[config.mk]
export PLATFORM = sky130hd
export DESIGN_NAME = uart_msg_check
export DESIGN_NICKNAME = d
export VERILOG_FILES = /design/src/rtl/uart_msg_check.sv
export SDC_FILE = /design/constraint.sdc
export NUM_CORES = 1
export LEC_CHECK = 0
export ABC_AREA = 1
export CAP_MARGIN = 20
export CORE_UTILIZATION = 30
export DETAILED_ROUTE_END_ITERATION = 12
export PLACE_DENSITY = 0.55
export REMOVE_ABC_BUFFERS = 1
export SYNTH_ARGS = -nofsm -noshare
export SYNTH_HDL_FRONTEND = slang
export SYNTH_SLANG_ARGS = --single-unit
[constraint.sdc]
create_clock -name clk -period 1.64 [get_ports clk]
set_input_delay 0.164 -clock clk [delete_from_list [all_inputs] [get_ports clk]]
set_output_delay 0.164 -clock clk [all_outputs]
set_load 0.005 [all_outputs]
[src/rtl/uart_msg_check.sv]
// Checks a UART byte stream against the fixed message 01,02,..,MESSAGE_LEN.
// Define UART_MSG_CHECK_TIMEOUT_EN to enable the inter-byte timeout in RECV.
module uart_msg_check #(
  parameter int MESSAGE_LEN    = 8,
  parameter int TIMEOUT_CYCLES = 100000
) (
  input  logic       clk,
  input  logic       rst_n,
  input  logic [7:0] in_rx_data,
  input  logic       in_rx_valid,
  output logic       out_busy,
  output logic       out_done,
  output logic       out_error,
  output logic       out_timeout,
  output logic [3:0] out_cursor,
  output logic [7:0] out_bad_byte,
  output logic [7:0] out_checksum
);

  typedef enum logic [1:0] {IDLE, RECV, DONE, ERROR} state_t;

  state_t     state_q, state_d;
  logic [4:0] cur_q, cur_d;   // one extra bit so cursor can reach MESSAGE_LEN
  logic [7:0] bad_q, bad_d;
  logic [7:0] sum_q, sum_d;
  logic [7:0] exp_byte;
  logic       last_byte;
  logic       tmo_hit;

  assign exp_byte  = 8'(cur_q) + 8'd1;
  assign last_byte = (cur_q == 5'(MESSAGE_LEN - 1));

`ifdef UART_MSG_CHECK_TIMEOUT_EN
  localparam int TW = $clog2(TIMEOUT_CYCLES + 1);
  logic [TW-1:0] cnt_q;
  logic          tmo_q, tmo_d;

  // Idle clocks spent in RECV since the last accepted byte.
  always_ff @(posedge clk) begin
    if (!rst_n || state_q != RECV || in_rx_valid) cnt_q <= '0;
    else if (!tmo_hit)                             cnt_q <= cnt_q + 1'b1;
  end

  assign tmo_hit = (cnt_q == TW'(TIMEOUT_CYCLES - 1));

  always_ff @(posedge clk) begin
    if (!rst_n) tmo_q <= 1'b0;
    else        tmo_q <= tmo_d;
  end

  assign out_timeout = tmo_q;
`else
  assign tmo_hit     = 1'b0;
  assign out_timeout = 1'b0;
`endif

  always_comb begin
    state_d = state_q;
    cur_d   = cur_q;
    bad_d   = bad_q;
    sum_d   = sum_q;
`ifdef UART_MSG_CHECK_TIMEOUT_EN
    tmo_d   = tmo_q;
`endif
    case (state_q)
      IDLE, RECV: begin
        // A strobe always wins over a timeout landing on the same edge.
        if (in_rx_valid) begin
          sum_d = sum_q + in_rx_data;
          if (in_rx_data == exp_byte) begin
            cur_d   = cur_q + 5'd1;
            state_d = last_byte ? DONE : RECV;
          end else begin
            state_d = ERROR;
            bad_d   = in_rx_data;
          end
        end else if (state_q == RECV && tmo_hit) begin
          state_d = ERROR;
          bad_d   = 8'd0;
`ifdef UART_MSG_CHECK_TIMEOUT_EN
          tmo_d   = 1'b1;
`endif
        end
      end
      default: ;
    endcase
  end

  always_ff @(posedge clk) begin
    if (!rst_n) begin
      state_q <= IDLE;
      cur_q   <= '0;
      bad_q   <= '0;
      sum_q   <= '0;
    end else begin
      state_q <= state_d;
      cur_q   <= cur_d;
      bad_q   <= bad_d;
      sum_q   <= sum_d;
    end
  end

  assign out_busy     = (state_q == RECV);
  assign out_done     = (state_q == DONE);
  assign out_error    = (state_q == ERROR);
  assign out_cursor   = cur_q[3:0];
  assign out_bad_byte = bad_q;
  assign out_checksum = sum_q;

endmodule
==> flow_metrics.env <==
export IMPL_clockBufferDepth=2
export IMPL_core_area_sq_um=5110
export IMPL_seq_power_share=0.425
export IMPL_grt_max_degree=18
export IMPL_place_ws_ps=-230
export IMPL_ys_seq_area_frac=0.290
export IMPL_io_buffers=33
export IMPL_die_h_microns=74.8
export IMPL_drc=0
export IMPL_regArea_sq_um=464
export IMPL_setup_viol=0
export IMPL_critPathMaxFanout=5
export IMPL_ant_nets=0
export IMPL_fillers=549
export IMPL_final_cell_mix="48 x nand2_1, 32 x nor2_1, 32 x clkdlybuf4s50_1"
export IMPL_cts_buffers_inserted=3
export IMPL_ys_ff_latch=23
export IMPL_wirelength_met1_mm=1.91
export IMPL_avgSynthCellArea_sq_um=6.73
export IMPL_p_per_area_nw_per_um2=655
export IMPL_cp_common_cell="nor2_2"
export IMPL_gp_congestion=0.893
export IMPL_cpMaxStageDelayCell="dfxtp_2"
export IMPL_wl_met2_mm=1.95
export IMPL_p_int_mw=1.03
export IMPL_num_rows=26
export IMPL_drt_iter0_drc=93
export IMPL_skew_ps=3.53
export IMPL_status="complete, no violations"
export IMPL_synth_cells=236
export IMPL_p_switching_mw=0.467
export IMPL_netlist_area_sq_um=1590
export IMPL_htreeDepth=1
export IMPL_insertion_delay_ps=270
export IMPL_finalCritPeriodShare=0.992
export IMPL_clkSinkCount=23
export IMPL_cts_root_buf="clkbuf_8"
export IMPL_antenna_cells=0
export IMPL_ios=35
export IMPL_top_layer="met4"
export IMPL_multi_input_area_sq_um=1010
export IMPL_p_leak_nw=1.11
export IMPL_antenna_found_initial=0
export IMPL_clk_pin_slew_ps=90
export IMPL_wl_met3_microns=132
export IMPL_critPathArrivalTime_ps=1800
export IMPL_vias=1567
export IMPL_drive_above_1_share=0.247
export IMPL_routedWlPerCell_microns=11.1
export IMPL_layout_cells_non_filler=362
export IMPL_clockPowerShare=0.244
export IMPL_die_area_sq_um=5590
export IMPL_overflow=0
export IMPL_finalWirelength_mm=4.00
export IMPL_grt_pass1_wl_mm=6.24
export IMPL_report_final_slew_viol_count=0
export IMPL_cap_violations=0
export IMPL_critical_path_class="flop to flop"
export IMPL_dr_pass1_iters=4
export IMPL_max_freq_mhz=615
export IMPL_crit_family="simple AND/OR/NAND/NOR gates"
export IMPL_period_minus_slack_ps=1630
export IMPL_hpwl_mm=3.02
export IMPL_share_comb_of_total_power=0.330
export IMPL_p_sw_frac=0.311
export IMPL_rsz0062_at_grt="true"
export IMPL_yosysUniqueCellTypes=31
export IMPL_die_w_microns=74.8
export IMPL_area_growth_pct=44.4
export IMPL_path_buf_inv=1
export IMPL_placed_cells=355
export IMPL_worst_slack_ps=13.1
export IMPL_cp_slowest_stage_delay_ps=340
export IMPL_hold_path_class="flop to flop"
export IMPL_end_kind="flop"
export IMPL_final_common_cell="nand2_1"
export IMPL_worstSetupStartpointType="flop"
export IMPL_async_flop_share=0
export IMPL_grt_usage=0.148
export IMPL_peakVddDrop_mv=0.310
export IMPL_crit_required_ps=1810
export IMPL_hold_buffers=0
export IMPL_first_global_vias=1380
export IMPL_ys_warn_count=0
export IMPL_ys_flop_type="dfxtp_1"
export IMPL_nets=313
export IMPL_start_util=0.311
export IMPL_cts_tree="built"
export IMPL_hold_viol=0
export IMPL_synth_edf_count=0
export IMPL_path_cells="ha_4, nor2_2, nor2_1, nand3_1, nor2_2, nand3_2, nor2_4, buf_12, nor2_4, nor2_2, nor2_1"
export IMPL_vias_per_cell=4.33
layout make-up:
type	count	area share
Clock inverter	1	0.00218
Clock buffer	3	0.0180
Tap cell	70	0.0382
Multi-Input combinational cell	169	0.439
Timing Repair Buffer	59	0.236
Sequential cell	23	0.202
Inverter	37	0.0649
logic make-up after synthesis:
kind of cell | synth area share
compound gates | 0.0678
xor+xnor | 0.0331
fa+ha+maj | 0.0757
buf+inv | 0.125
flops | 0.290
other cells | 0.00236
simple gates | 0.406
timing repair:
| item | CTS | global route |
|---|---|---|
| gates cloned | 0 | 1 |
| setup endpoints to repair | 14 | 18 |
| setup buffers | 0 | 2 |
| gates resized for setup | 6 | 12 |
| pin swaps | 1 | 13 |
Yosys cell counts (3+ instances only):
master	count	area, sq um
nand3_1	21	105
xor2_1	4	35.0
nand2_1	51	191
inv_1	29	109
nand4_1	4	25.0
o21ai_1	7	35.0
nand3_2	3	30.0
inv_2	4	15.0
nor2_1	37	139
buf_4	5	37.5
dfxtp_1	23	460
a21oi_1	7	35.0
ha_1	8	100
nor2_2	9	56.3
state kept, by name (all words and copies together) (netlist names):
| name | cells |
|---|---|
| out_bad_byte | 8 |
| out_checksum | 8 |
| cur_q | 5 |
| state_q | 2 |
worst min-delay path, cell delays in order (launching register included):
cell and delay, ps:
dfxtp_1 330, nor2_2 70, nor2_1 40
power groups by stage:
stage               combinational, mW  clock [mW]  sequential (mW)
detailed placement              0.473           0            0.649
floorplan                       0.245           0            0.649
CTS                             0.477       0.388            0.636
global route                    0.558       0.407            0.645
global placement                0.472           0            0.649
finish                          0.496       0.367            0.639
per-layer routing:
metal  vias up  track usage
met1       703        0.197
met5         -            0
met2        20        0.253
li1        842            -
met3         2       0.0241
met4         0       0.0314
metrics by stage:
stage                     total power [mW]   util  setup TNS [ps]  hold slack (ps)  area [sq um]
after floorplan                      0.894      -               0              284          1540
after global placement                1.12  0.418           -3070              478          2140
after detailed placement              1.12  0.418           -3960              480          2140
after CTS                             1.50  0.431               0              496          2200
after global routing                  1.61  0.449           -1120              491          2290
final                                 1.50  0.449               0              473          2290
worst paths after layout:
kind	slack (ps)	endpoint	cells past startpoint	startpoint
max reg2reg	10	out_bad_byte[5]	11	cur_q[1]
min	470	out_bad_byte[5]	2	out_bad_byte[5]
max	10	out_bad_byte[5]	11	cur_q[1]
min reg2reg	470	out_bad_byte[5]	2	out_bad_byte[5]
Power figures use the tool's default switching activity.
